### config.mk
export PLATFORM = sky130hd
export DESIGN_NAME = uart_tx_scheduler
export DESIGN_NICKNAME = d
export VERILOG_FILES = /design/src/rtl/uart_pkg.sv /design/src/rtl/uart_rr_pick.sv /design/src/rtl/uart_tx_scheduler.sv
export SDC_FILE = /design/constraint.sdc
export NUM_CORES = 1
export LEC_CHECK = 0
export CAP_MARGIN = 10
export CORE_ASPECT_RATIO = 0.6
export CORE_MARGIN = 5
export CORE_UTILIZATION = 39
export DETAILED_ROUTE_END_ITERATION = 10
export DONT_BUFFER_PORTS = 1
export GPL_TIMING_DRIVEN = 1
export HOLD_SLACK_MARGIN = 0.08
export PLACE_DENSITY_LB_ADDON = 0.1
export SETUP_SLACK_MARGIN = 0.5
export SLEW_MARGIN = 25
export SYNTH_ARGS = -nofsm -noshare
export SYNTH_HDL_FRONTEND = slang
export SYNTH_SLANG_ARGS = --single-unit
### constraint.sdc
create_clock -name i_Clock -period 4 [get_ports i_Clock]
set_input_delay 0.4 -clock i_Clock [delete_from_list [all_inputs] [get_ports i_Clock]]
set_output_delay 0.4 -clock i_Clock [all_outputs]
set_load 0.02 [all_outputs]
### src/rtl/uart_pkg.sv
// rtl/uart_pkg.sv - shared constants, state encoding and sizing helpers for the uart tx scheduler
package uart_pkg;

    typedef enum logic [1:0] {
        ST_IDLE      = 2'd0,
        ST_WAIT_DONE = 2'd1,
        ST_GAP       = 2'd2
    } sched_state_t;

    localparam int DEF_NUM_REQ      = 4;
    localparam int DEF_CLKS_PER_BIT = 17;
    localparam int DEF_GAP_CLKS     = 2;

    // One full frame (start + 8 data + stop + slack bit) plus a small margin.
    function automatic int timeout_clks(input int clks_per_bit);
        return 11 * clks_per_bit + 16;
    endfunction

    function automatic int id_width(input int n);
        return (n > 1) ? $clog2(n) : 1;
    endfunction

endpackage

### src/rtl/uart_rr_pick.sv
// rtl/uart_rr_pick.sv - combinational round-robin picker, search starts just above last_grant
module uart_rr_pick #(
    parameter int NUM_REQ = uart_pkg::DEF_NUM_REQ,
    parameter int IDW     = uart_pkg::id_width(NUM_REQ)
) (
    input  logic [NUM_REQ-1:0] req,
    input  logic [IDW-1:0]     last_grant,
    output logic [IDW-1:0]     winner,
    output logic               valid
);

    logic [IDW-1:0] idx;

    always_comb begin
        winner = '0;
        valid  = 1'b0;
        idx    = '0;
        for (int i = 1; i <= NUM_REQ; i++) begin
            idx = IDW'((int'(last_grant) + i) % NUM_REQ);
            if (!valid && req[idx]) begin
                valid  = 1'b1;
                winner = idx;
            end
        end
    end

endmodule

### src/rtl/uart_tx_scheduler.sv
// rtl/uart_tx_scheduler.sv - arbitrates byte requesters onto one uart_tx with done watchdog and inter-byte gap
module uart_tx_scheduler #(
    parameter int  NUM_REQ      = uart_pkg::DEF_NUM_REQ,
    parameter int  CLKS_PER_BIT = uart_pkg::DEF_CLKS_PER_BIT,
    parameter int  GAP_CLKS     = uart_pkg::DEF_GAP_CLKS,
    parameter int  TIMEOUT_CLKS = uart_pkg::timeout_clks(CLKS_PER_BIT),
    localparam int IDW          = uart_pkg::id_width(NUM_REQ)
) (
    input  logic                 i_Clock,
    input  logic                 i_Reset,
    input  logic [NUM_REQ-1:0]   i_Req_DV,
    input  logic [8*NUM_REQ-1:0] i_Req_Byte,
    output logic [NUM_REQ-1:0]   o_Req_Ack,
    output logic                 o_Tx_DV,
    output logic [7:0]           o_Tx_Byte,
    input  logic                 i_Tx_Active,
    input  logic                 i_Tx_Done,
    output logic                 o_Busy,
    output logic [IDW-1:0]       o_Grant_Id,
    output logic                 o_Timeout
);

    import uart_pkg::*;

    localparam int CW = $clog2(TIMEOUT_CLKS + 1);
    localparam int GW = (GAP_CLKS > 1) ? $clog2(GAP_CLKS) : 1;
    localparam logic [CW-1:0] WD_LAST  = CW'(TIMEOUT_CLKS - 1);
    localparam logic [GW-1:0] GAP_LOAD = GW'((GAP_CLKS > 0) ? GAP_CLKS - 1 : 0);
    localparam sched_state_t  AFTER_TX = (GAP_CLKS > 0) ? ST_GAP : ST_IDLE;
    localparam logic          BUSY_AFTER_TX = (GAP_CLKS > 0);

    sched_state_t   state;
    logic [CW-1:0]  wd_cnt;
    logic [GW-1:0]  gap_cnt;
    logic [IDW-1:0] last_grant;

    logic [IDW-1:0] pick_id;
    logic           pick_valid;
    logic [7:0]     pick_byte;

    uart_rr_pick #(
        .NUM_REQ (NUM_REQ),
        .IDW     (IDW)
    ) u_pick (
        .req        (i_Req_DV),
        .last_grant (last_grant),
        .winner     (pick_id),
        .valid      (pick_valid)
    );

    always_comb begin
        pick_byte = 8'h00;
        for (int k = 0; k < NUM_REQ; k++) begin
            if (IDW'(k) == pick_id) begin
                pick_byte = i_Req_Byte[8*k +: 8];
            end
        end
    end

    // Ack, start and timeout are single-cycle pulses: cleared every clock unless re-asserted below.
    always_ff @(posedge i_Clock or posedge i_Reset) begin
        if (i_Reset) begin
            state      <= ST_IDLE;
            o_Req_Ack  <= '0;
            o_Tx_DV    <= 1'b0;
            o_Tx_Byte  <= 8'h00;
            o_Busy     <= 1'b0;
            o_Grant_Id <= '0;
            o_Timeout  <= 1'b0;
            wd_cnt     <= '0;
            gap_cnt    <= '0;
            last_grant <= IDW'(NUM_REQ - 1);
        end else begin
            o_Req_Ack <= '0;
            o_Tx_DV   <= 1'b0;
            o_Timeout <= 1'b0;
            case (state)
                ST_IDLE: begin
                    // Hold off while the serializer still reports activity from an earlier frame.
                    if (pick_valid && !i_Tx_Active) begin
                        o_Req_Ack  <= NUM_REQ'(1) << pick_id;
                        o_Tx_DV    <= 1'b1;
                        o_Tx_Byte  <= pick_byte;
                        o_Grant_Id <= pick_id;
                        last_grant <= pick_id;
                        wd_cnt     <= '0;
                        o_Busy     <= 1'b1;
                        state      <= ST_WAIT_DONE;
                    end
                end
                ST_WAIT_DONE: begin
                    if (i_Tx_Done) begin
                        gap_cnt <= GAP_LOAD;
                        o_Busy  <= BUSY_AFTER_TX;
                        state   <= AFTER_TX;
                    end else if (wd_cnt == WD_LAST) begin
                        o_Timeout <= 1'b1;
                        gap_cnt   <= GAP_LOAD;
                        o_Busy    <= BUSY_AFTER_TX;
                        state     <= AFTER_TX;
                    end else begin
                        wd_cnt <= wd_cnt + CW'(1);
                    end
                end
                ST_GAP: begin
                    if (gap_cnt == '0) begin
                        o_Busy <= 1'b0;
                        state  <= ST_IDLE;
                    end else begin
                        gap_cnt <= gap_cnt - GW'(1);
                    end
                end
                default: begin
                    o_Busy <= 1'b0;
                    state  <= ST_IDLE;
                end
            endcase
        end
    end

endmodule

# Word-level counts from Yosys, hierarchy flattened
# Cells that the tools add are included.
# word_totals
register_bits,30
input_bits,40
out_inout_bits,17
wordCells,91
# classes
addsub,6
n_lt_le_gt_ge,4
n_eq_ne,11
n_shift,1
muxes,43
reduce_logical,16
# ops
cell,count
2-to-1 mux 8 bit,7
2-to-1 mux 1 bit,18
2-to-1 mux 2 bit,8
one-hot mux 8 bit (2 select lines),1
"< comparator 2 x 3 -> 1 bit, second input constant",4
"adder 8 x 1 -> 8 bit, second input constant",1
binary-select mux 1 bit (select 2 bit),4
"== test 8 bit, second input constant",1
2-to-1 mux 4 bit,2
"!= test 2 bit, second input constant",4
one-hot mux 2 bit (3 select lines),1
"adder 2 x 1 -> 2 bit, second input constant",2
"adder 2 bit, second input constant",2
"== test 2 bit, first input constant",2
logical AND 1 bit,4
zero test 1 bit,4
zero test 2 bit,2
AND reduction 2 bit,2
AND reduction 4 bit,1
nonzero test 2 bit,2
"<< shifter 1 x 2 -> 4 bit, first input constant",1
"!= test 3 bit, second input constant",1
one-hot mux 1 bit (3 select lines),1
AND reduction 3 bit,1
5 further kinds,5

# Longest topological paths before layout
# Gate-level depths: netlist of the first run.
# depth
depth_word,18
mapped_depth,8
ltp_nobuf,7

# Modules after synthesis
# From an unflattened synthesis of the first run, not the netlist that was laid out.
# hier_totals
hier_cells,147
area_unflattened_um2,1529.0
# by_module_without_submodules
mod,n_inst,cells_per_inst,area_each_um2,seq_area_each_um2
uart_tx_scheduler,1,133,1437.6,753.2
uart_rr_pick,1,14,91.3,0.0

# Worst setup path before layout of the first run
# No wires, ideal clock.
# synth_path
path_type,register to register
startpoint,reg last_grant[1]
endpoint,reg o_Tx_Byte[3]
setup_time_ns,0.126
t_arrival_ns,1.847
t_required_ns,3.874
setup_slack_ns,2.027
stages_incl_launch_ff,7
path_buffers,1
synth_period_minus_slack_ns,1.973
path_cell_list,dfstp_2 > mux2i_1 > o22ai_2 > a21o_4 > buf_6 > mux2_4 > a221o_1
# synth_between
elab_chain_len,18
elab_cells_between_ends,36
classes_between,add/sub: 4; eq/ne: 3; mux: 20; reduce/logical: 9
# synth_rtl
element,line,source
"start, declared",uart_tx_scheduler.sv:35,logic [IDW-1:0] last_grant;
"start signal, assigned",uart_tx_scheduler.sv:72,last_grant <= IDW'(NUM_REQ - 1);
"start signal, assigned",uart_tx_scheduler.sv:85,last_grant <= pick_id;
adder 2 x 1 -> 2 bit,uart_rr_pick.sv:19,idx = IDW'((int'(last_grant) + i) % NUM_REQ);
binary-select mux 1 bit (select 2 bit),uart_rr_pick.sv:20,if (!valid && req[idx]) begin
2-to-1 mux 1 bit (not written as such),uart_rr_pick.sv:20,
2-to-1 mux 1 bit,uart_rr_pick.sv:20,
zero test 1 bit,uart_rr_pick.sv:20,
logical AND 1 bit,uart_rr_pick.sv:20,
2-to-1 mux 1 bit,uart_rr_pick.sv:20,
zero test 1 bit,uart_rr_pick.sv:20,
logical AND 1 bit,uart_rr_pick.sv:20,
2-to-1 mux 1 bit,uart_rr_pick.sv:20,
zero test 1 bit,uart_rr_pick.sv:20,
logical AND 1 bit,uart_rr_pick.sv:20,
2-to-1 mux 2 bit,uart_rr_pick.sv:20,
zero test 2 bit,uart_tx_scheduler.sv:54,if (IDW'(k) == pick_id) begin
2-to-1 mux 8 bit (4 in series),uart_tx_scheduler.sv:54,
"end signal, assigned",uart_tx_scheduler.sv:83,o_Tx_Byte <= pick_byte;
"end, declared",uart_tx_scheduler.sv:15,"output logic [7:0] o_Tx_Byte,"
# Parallel ways exist; a longest one is shown, timed or not. The select of a mux whose other input is x is not followed.
# A chain may end at the register's enable or synchronous reset.

# Worst setup path after layout of the first run
# layout_path
startpoint,reg state[1]
endpoint,reg o_Tx_Byte[7]
# layout_between
elab_chain_len,2
# layout_rtl
element,line,source
"start, declared",uart_tx_scheduler.sv:32,sched_state_t state;
"start signal, assigned",uart_tx_scheduler.sv:63,state <= ST_IDLE;
"start signal, assigned",uart_tx_scheduler.sv:88,state <= ST_WAIT_DONE;
"start signal, assigned",uart_tx_scheduler.sv:95,state <= AFTER_TX;
zero test 2 bit,uart_tx_scheduler.sv:77,case (state)
AND reduction 2 bit (no line),n/a,
# Every way passes these cells.

==> results.sh, run 1 <==
export IMPL_status="finished, final reports clean"
export IMPL_crit_path_start_kind="register"
export IMPL_grt_pass1_wl_um=6150
export IMPL_wl_per_cell_um=18.3
export IMPL_clock_skew_ns=0.0124
export IMPL_io_buffers=0
export IMPL_yosys_area_top_type="dfrtp_1"
export IMPL_ys_seq_area_frac=0.480
export IMPL_relSlewSlack=0.525
export IMPL_syn2layout_area_growth_pct=8.77
export IMPL_antenna_cells=0
export IMPL_wl_um=3820
export IMPL_vias=1189
export IMPL_core_area_sq_um=3760
export IMPL_synth_ff_type="dfrtp_1"
export IMPL_cp_cell_sequence="nor2_1, nand2_1, inv_1, nand2_1, a211oi_1, a211oi_1"
export IMPL_cts_inserted_buffers=5
export IMPL_grt_pass1_vias=1184
export IMPL_required_ns=4.14
export IMPL_avgSynthCellArea_sq_um=10.0
export IMPL_syn_inst=157
export IMPL_cp_data_arrival_time_ns=2.59
export IMPL_top_layer="met3"
export IMPL_final_layout_size_suffix_gt1_frac=0.117
export IMPL_cts_setup_buffers=0
export IMPL_postRouteAntennaNets=0
export IMPL_grt_max_degree=31
export IMPL_die_w_um=91.9
export IMPL_r2r_end="o_Tx_Byte[7]"
export IMPL_yosysMostFrequentCell="dfrtp_1"
export IMPL_viasPerCell=5.69
export IMPL_clock_sinks=30
export IMPL_synth_edf_count=0
export IMPL_slew_viol_final=0
export IMPL_finalSetupViolations=0
export IMPL_fin_crit_ns=2.45
export IMPL_crit_fanout=25
export IMPL_reg2reg_slack_ns=1.55
export IMPL_internal_power_uw=697
export IMPL_layout_nets=203
export IMPL_dieHeight_um=59.2
export IMPL_ctsResizeCount=0
export IMPL_tritoncts="done"
export IMPL_synthTopCellsByArea="dfrtp_1 45%, mux2i_1 5.7%, nand3_1 5.4%, a211oi_1 4.3%, nor2_1 4.3%"
export IMPL_ys_warn_count=0
export IMPL_hold_path_class="in -> async"
export IMPL_grt_antenna_before_repair=0
export IMPL_die_area_sq_um=5440
export IMPL_ff2ff_path_depth=6
export IMPL_combinationalPowerShare=0.305
export IMPL_cts_clk_slew_worst_paths_ns=0.07
export IMPL_h_tree_depth=2
export IMPL_fill_cells=365
export IMPL_clk_path_buf_depth=2
export IMPL_async_reset_ff_frac=1.00
export IMPL_fin_tns_setup_ns=0
export IMPL_synth_area_sq_um=1570
export IMPL_clock_fmax_mhz=408
export IMPL_met1_length_um=1770
export IMPL_hold_violations=0
export IMPL_wl_met3_um=286
export IMPL_max_cap_violations=0
export IMPL_routabilityCongestion=0.804
export IMPL_tightest_slew_ns=0.712
export IMPL_drcViolationCount=0
export IMPL_rows=17
export IMPL_min_period_over_period=0.612
export IMPL_synth_seq_cells=30
export IMPL_grt_ovfl_total=0
export IMPL_clk_latency_ns=0.28
export IMPL_critical_path_class="reg -> reg"
export IMPL_cts_hold_buf=0
export IMPL_initial_core_util=0.417
export IMPL_drt_iter0_markers=54
export IMPL_power_leakage_nw=0.790
export IMPL_power_share_switching=0.414
export IMPL_io_pins=57
export IMPL_yosys_area_top_type_share=0.446
export IMPL_dr_pass1_iters=4
export IMPL_seqPwrFrac=0.485
export IMPL_hpwl_um=2900
export IMPL_cp_slowest_stage_delay_ns=0.66
export IMPL_power_frac_clock=0.210
export IMPL_synth_common_cells="28 x dfrtp_1, 18 x nor2_1, 17 x nand3_1"
export IMPL_p_switching_uw=492
export IMPL_synth_fp_nets=199
export IMPL_grt_setup_unrepaired="no"
export IMPL_ir_worst_vdd_mv=0.229
export IMPL_whs_ns=0.0818
export IMPL_cts_root_buffer="clkbuf_8"
export IMPL_cp_end_kind="register"
export IMPL_cp_slowest_cell="inv_1"
export IMPL_routed_wl_met2_um=1770
export IMPL_synth_cell_type_count=38
export IMPL_power_density_nw_per_um2=696
export IMPL_track_usage=0.148
export IMPL_timing_rr_start="state[1]"
[area by class of cell]
type | instances | area (sq um) | share of cell area
Tap cell | 47 | 58.8 | 0.0344
Timing Repair Buffer | 2 | 15.0 | 0.00879
Multi-Input combinational cell | 112 | 752 | 0.440
Clock inverter | 1 | 5.00 | 0.00293
Inverter | 10 | 37.5 | 0.0220
Clock buffer | 7 | 86.3 | 0.0505
Sequential cell | 30 | 753 | 0.441
[critical path, delay by kind of cell, from the launching register on]
family          cells  cell delay (ns)
flops               1             0.45
compound gates      2             0.46
simple gates        3             0.75
buf+inv             1             0.66
[worst max-delay path by stage]
stage,startpoint,endpoint,slack (ns),cells past startpoint
floorplan,last_grant[1],o_Tx_Byte[3],2.03,6
global placement,i_Req_DV[0],o_Tx_Byte[7],1.60,7
detailed placement,i_Req_DV[0],o_Tx_Byte[7],1.59,7
CTS,state[1],o_Tx_Byte[7],1.58,6
global route,state[1],o_Tx_Byte[7],1.33,6
finish,state[1],o_Tx_Byte[7],1.55,6
[cells in the final DEF (no fill, tap or decap), types with 2 or more instances in the layout]
cell type   n
a211oi_1    9
a21o_1      2
a21oi_1     3
a221o_1     5
and3_1      2
buf_4       2
clkbuf_8    6
dfrtp_1    28
dfstp_2     2
ha_1        2
inv_1      10
mux2_2      3
mux2_4      2
mux2i_1     9
nand2_1     9
nand2b_1    2
nand3_1    17
nand4_1     2
nor2_1     18
nor3_1      2
o21ai_0     6
xor2_1      5
[per-stage QoR]
step | instances | setup WS [ns] | instance area (sq um) | util | power, mW
finish | 209 | 1.55 | 1710 | 0.454 | 1.19
global placement | 201 | 1.60 | 1620 | 0.429 | 0.935
global route | 209 | 1.33 | 1710 | 0.454 | 1.27
floorplan | 157 | 2.03 | 1570 | - | 0.854
CTS | 209 | 1.58 | 1710 | 0.454 | 1.20
detailed placement | 201 | 1.59 | 1620 | 0.429 | 0.947
[per-layer routing]
layer,vias to the layer above,track usage
met1,580,0.202
met5,-,0
li1,571,-
met4,0,0.0444
met3,0,0.0685
met2,38,0.211
[state kept, by name (all words and copies together) (netlist names)]
register / cells
gap_cnt: 1
last_grant: 2
o_Busy: 1
o_Grant_Id: 2
o_Req_Ack: 4
o_Timeout: 1
o_Tx_Byte: 8
o_Tx_DV: 1
state: 2
wd_cnt: 8
[kinds of logic (layout without fill, tap and decap cells)]
logic type      count (synthesis)  after routing  share of synthesized area
fa+ha+maj                       2              2                     0.0159
flops                          30             30                      0.480
compound gates                 31             31                      0.149
xor+xnor                        6              6                     0.0335
buf+inv                        15             20                     0.0414
simple gates                   59             59                      0.182
mux                            14             14                     0.0980
[power by group through the flow]
| stage | clock (mW) | combinational, mW | sequential [mW] |
|---|---|---|---|
| finish | 0.249 | 0.362 | 0.577 |
| global route | 0.273 | 0.408 | 0.591 |
| CTS | 0.255 | 0.366 | 0.580 |
| detailed placement | 0 | 0.364 | 0.583 |
| global placement | 0 | 0.355 | 0.580 |
| floorplan | 0 | 0.304 | 0.550 |
Note: power is estimated with default switching activity, not from simulation.
==> run 2, diff against run 1 <==
Clock period 4 ns to 2.25 ns, I/O delays scaled along.
==> results.sh, run 2 (synthesis results as in run 1) <==
export IMPL_status="finished, final reports clean"
export IMPL_required_ns=2.41
export IMPL_io_buffers=0
export IMPL_p_switching_uw=969
export IMPL_initial_core_util=0.417
export IMPL_tritoncts="done"
export IMPL_crit_family="compound AO/OA/AOI/OAI gates"
export IMPL_top_regs="o_Tx_Byte (8), wd_cnt (8), o_Req_Ack (4)"
export IMPL_wl_um=4250
export IMPL_cts_inserted_buffers=5
export IMPL_stdcell_count=228
export IMPL_seqPwrFrac=0.424
export IMPL_fill_cells=329
export IMPL_grt_setup_unrepaired="yes"
export IMPL_die_w_um=91.9
export IMPL_io_pins=57
export IMPL_slew_viol_final=0
export IMPL_fin_crit_ns=1.91
export IMPL_power_share_switching=0.404
export IMPL_use_met1=0.220
export IMPL_rows=17
export IMPL_grt_pass1_vias=1290
export IMPL_viasPerCell=5.61
export IMPL_grt_ovfl_total=0
export IMPL_wl_per_cell_um=18.7
export IMPL_clk_latency_ns=0.27
export IMPL_track_usage=0.162
export IMPL_ir_worst_vdd_mv=0.451
export IMPL_postRouteAntennaNets=0
export IMPL_finalSetupViolations=0
export IMPL_final_common_cell="dfrtp_1"
export IMPL_grt_max_degree=31
export IMPL_crit_fanout=5
export IMPL_vias=1279
export IMPL_power_density_nw_per_um2=1210
export IMPL_holdCritStartpoint="i_Req_Byte[6]"
export IMPL_cp_num_buf_inv=0
export IMPL_relSlewSlack=0.576
export IMPL_stdcell_area_sq_um=1980
export IMPL_cp_slowest_cell="dfstp_2"
export IMPL_cts_clk_slew_worst_paths_ns=0.06
export IMPL_grtUsageMet3=0.0698
export IMPL_tightest_slew_ns=0.634
export IMPL_drt_iter0_markers=69
export IMPL_grt_antenna_before_repair=0
export IMPL_core_area_sq_um=3760
export IMPL_clk_path_buf_depth=2
export IMPL_hpwl_um=2860
export IMPL_crit_path_start_kind="register"
export IMPL_reg2reg_slack_ns=0.34
export IMPL_grtUsageMet2=0.222
export IMPL_cts_root_buffer="clkbuf_8"
export IMPL_dieHeight_um=59.2
export IMPL_final_seq_area_sq_um=753
export IMPL_ff2ff_path_depth=5
export IMPL_h_tree_depth=2
export IMPL_clock_fmax_mhz=523
export IMPL_hold_path_class="in -> reg"
export IMPL_multi_input_area_sq_um=856
export IMPL_cp_end_kind="register"
export IMPL_routabilityCongestion=0.827
export IMPL_hold_path_cell_count=2
export IMPL_power_frac_clock=0.164
export IMPL_cp_cell_sequence="mux2i_1, o22ai_2, a21o_4, mux2_4, a221o_1"
export IMPL_antenna_cells=0
export IMPL_fin_tns_setup_ns=0
export IMPL_cp_data_arrival_time_ns=2.07
export IMPL_syn2layout_area_growth_pct=25.9
export IMPL_drcViolationCount=0
export IMPL_place_area_sq_um=1660
export IMPL_hold_violations=0
export IMPL_dr_pass1_iters=4
export IMPL_whs_ns=0.201
export IMPL_min_period_over_period=0.849
export IMPL_clock_sinks=30
export IMPL_grt_pass1_wl_um=6640
export IMPL_final_layout_size_suffix_gt1_frac=0.271
export IMPL_critical_path_class="reg -> reg"
export IMPL_holdPathEnd="o_Tx_Byte[6]"
export IMPL_power_leakage_nw=0.907
export IMPL_internal_power_mw=1.43
export IMPL_die_area_sq_um=5440
export IMPL_combinationalPowerShare=0.412
export IMPL_layout_nets=223
export IMPL_cp_slowest_stage_delay_ns=0.58
export IMPL_layout_common_cells="28 x dfrtp_1, 18 x nor2_1, 17 x nand3_1, 14 x buf_4"
export IMPL_clock_skew_ns=0.00481
export IMPL_busiest_layer="met2"
export IMPL_max_cap_violations=0
export IMPL_timing_rr_start="last_grant[1]"
export IMPL_r2r_end="o_Tx_Byte[5]"
export IMPL_dp_cells=206
[run 2: changes by cell type in the layout (fill, tap and decap cells not counted), moves of 3 or more]
cell / change
a211oi_2: +6
mux2_2: -3
buf_4: +12
a211oi_1: -7
mux2_4: +3
buf_6: +5
[run 2: what timing repair did]
item / in CTS / in global routing
buffers inserted: 12 / 1
gates resized for setup: 13 / 11
cloned: 1 / 0
endpoints found under the hold margin: 28 / 0
hold buffers: 1 / 0
pin swaps: 12 / 7
setup endpoints to repair: 11 / 13
[run 2: per-stage QoR]
stage / setup WS [ns] / total power [mW] / util
6_report: 0.339 / 2.40 / 0.525
5_1_grt: 0.297 / 2.55 / 0.525
4_1_cts: 0.341 / 2.34 / 0.510
3_5_place_dp: 0.268 / 1.72 / 0.440
3_3_place_gp: 0.329 / 1.70 / 0.440
2_1_floorplan: 0.318 / 1.52 / -
[run 2: power by group through the flow]
stage	clock network (mW)	registers, mW	logic (mW)
after floorplan	0	0.977	0.544
after global placement	0	1.03	0.675
after detailed placement	0	1.03	0.693
after CTS	0.405	1.02	0.917
after global routing	0.431	1.04	1.08
final	0.393	1.02	0.989
[run 2: layout make-up]
type                       count  area share
multi-input combinational    113       0.433
clock buffer                   7      0.0386
tap                           47      0.0297
timing repair buffer          21      0.0968
sequential                    30       0.381
inverter                      10      0.0209
[run 2: metal layers]
metal  share of wire  routed length (um)
met4           0.020                  86
met5               0                   0
met2            0.42                1770
met3           0.089                 378
met1            0.47                2020
[run 2: worst max-delay path by stage]
stage	startpoint	endpoint	slack, ns	depth (start not counted)
finish	last_grant[1]	o_Tx_Byte[5]	0.34	5
global route	last_grant[1]	o_Tx_Byte[4]	0.30	5
CTS	last_grant[1]	o_Tx_Byte[5]	0.34	5
detailed placement	last_grant[1]	o_Tx_Byte[3]	0.27	5
global placement	last_grant[1]	o_Tx_Byte[1]	0.33	5
floorplan	last_grant[1]	o_Tx_Byte[3]	0.32	6
[run 2: worst reg2reg max path, stage by stage (launching register included)]
cell     delay, ns
dfstp_2       0.58
mux2i_1       0.24
o22ai_2       0.12
a21o_4        0.25
mux2_4        0.31
a221o_1       0.30
==> run 3, diff against run 2 <==
Clock period 2.25 ns to 1.9 ns, I/O delays scaled along.
==> results.sh, run 3 (synthesis results as in run 1) <==
export IMPL_finalSetupViolations=0
export IMPL_io_buffers=0
export IMPL_viasPerCell=5.66
export IMPL_cp_end_kind="register"
export IMPL_layout_nets=229
export IMPL_cts_inserted_buffers=5
export IMPL_status="finished, final reports clean"
export IMPL_cts_root_buffer="clkbuf_8"
export IMPL_postRouteAntennaNets=0
export IMPL_grt_max_degree=31
export IMPL_post_place_ws_ns=-0.0292
export IMPL_drcViolationCount=0
export IMPL_h_tree_depth=2
export IMPL_hpwl_um=2900
export IMPL_hold_violations=0
export IMPL_power_leakage_nw=0.953
export IMPL_cp_data_arrival_time_ns=2.01
export IMPL_wl_per_cell_um=18.4
export IMPL_final_common_cell="dfrtp_1"
export IMPL_clock_sinks=30
export IMPL_grt_setup_unrepaired="yes"
export IMPL_holdCritStartpoint="i_Tx_Done"
export IMPL_dieHeight_um=59.2
export IMPL_clock_fmax_mhz=543
export IMPL_critical_path_class="reg -> reg"
export IMPL_rows=17
export IMPL_ir_worst_vdd_mv=0.501
export IMPL_die_area_sq_um=5440
export IMPL_layout_common_cells="27 x dfrtp_1, 20 x buf_4, 16 x nor2_1, 15 x nand3_1, 10 x inv_1"
export IMPL_track_usage=0.164
export IMPL_grt_antenna_before_repair=0
export IMPL_min_period_over_period=0.969
export IMPL_tritoncts="done"
export IMPL_power_density_nw_per_um2=1500
export IMPL_timing_rr_start="last_grant[1]"
export IMPL_grt_pass1_vias=1338
export IMPL_startpoint="last_grant[1]"
export IMPL_required_ns=2.07
export IMPL_setup_ws_ns=0.0582
export IMPL_drt_iter0_markers=76
export IMPL_hold_path_class="in -> reg"
export IMPL_fin_crit_ns=1.84
export IMPL_cp_cell_sequence="mux2i_1, o22ai_2, a21o_4, mux2_4, a221o_1"
export IMPL_grt_pass1_wl_um=6800
export IMPL_crit_path_start_kind="register"
export IMPL_routabilityCongestion=0.805
export IMPL_relSlewSlack=0.740
export IMPL_final_layout_size_suffix_gt1_frac=0.330
export IMPL_core_area_sq_um=3760
export IMPL_vias=1331
export IMPL_grt_ovfl_total=0
export IMPL_clock_skew_ns=0.00331
export IMPL_clk_path_buf_depth=2
export IMPL_max_cap_violations=0
export IMPL_top_regs="o_Tx_Byte (8), wd_cnt (8), o_Req_Ack (4)"
export IMPL_cts_clk_slew_worst_paths_ns=0.07
export IMPL_crit_fanout=5
export IMPL_die_w_um=91.9
export IMPL_io_pins=57
export IMPL_dr_pass1_iters=4
export IMPL_antenna_cells=0
export IMPL_clk_latency_ns=0.28
export IMPL_cp_slowest_stage_delay_ns=0.56
export IMPL_tightest_slew_ns=0.390
export IMPL_wl_um=4330
export IMPL_total_power_mw=3.06
export IMPL_slew_viol_final=0
export IMPL_initial_core_util=0.417
export IMPL_syn2layout_area_growth_pct=29.9
export IMPL_cp_slowest_cell="dfstp_2"
## run 3: what timing repair did
| item | in CTS | in global routing |
|---|---|---|
| pin swaps | 2 | 10 |
| cloned | 1 | 0 |
| hold buffers | 1 | 0 |
| buffers inserted | 12 | 4 |
| hold endpoints to repair | 28 | 0 |
| setup endpoints to repair | 23 | 25 |
| resized for setup | 14 | 13 |
## run 3: worst max-delay path, delay by kind of cell, from the launching register on
kind           cells  cell delay [ns]
flip-flops         1             0.56
AO/OA/AOI/OAI      3             0.64
multiplexers       2             0.53
## run 3: cell type report
type | instances | area [sq um]
clock buffers | 5 | 68.8
fillers | 331 | 1730
inverters | 10 | 37.5
repair buffers | 27 | 228
well taps | 47 | 58.8
clock inverters | 3 | 40.0
multi-input cells | 113 | 852
flip-flops and latches | 30 | 754
## run 3: per-layer routing
metal	part of all wire	global-route usage	wire length, um
met5	0	0	0
met4	0.0088	0.0613	38
met3	0.097	0.0736	419
met2	0.44	0.230	1910
met1	0.45	0.222	1960
## run 3: path summary, 6_finish.rpt
check / end / slack (ns) / cells after the start
worst max-delay path: o_Tx_Byte[3] / 0.06 / 5
worst min-delay path: o_Timeout / 0.10 / 2
worst max register to register: o_Tx_Byte[3] / 0.06 / 5
worst min register to register: gap_cnt / 0.53 / 1
max in group asynchronous: last_grant[1] / 1.15 / 3
min in group asynchronous: o_Tx_DV / 0.42 / 3
## run 3: power by group
part | total (mW) | switching (mW) | internal (mW)
clock | 0.638 | 0.253 | 0.386
combinational | 1.23 | 0.609 | 0.624
sequential | 1.19 | 0.336 | 0.856
total | 3.06 | 1.20 | 1.87
## run 3: stage by stage
stage	std cells	hold WS, ns	TNS [ns]	area (sq um)	util
CTS	231	0.101	0	1960	0.521
detailed placement	209	0.185	-0.0700	1690	0.448
global placement	209	0.184	0	1690	0.448
finish	235	0.101	0	2040	0.542
floorplan	157	0.279	-0.0643	1580	-
global route	235	0.0929	0	2040	0.542
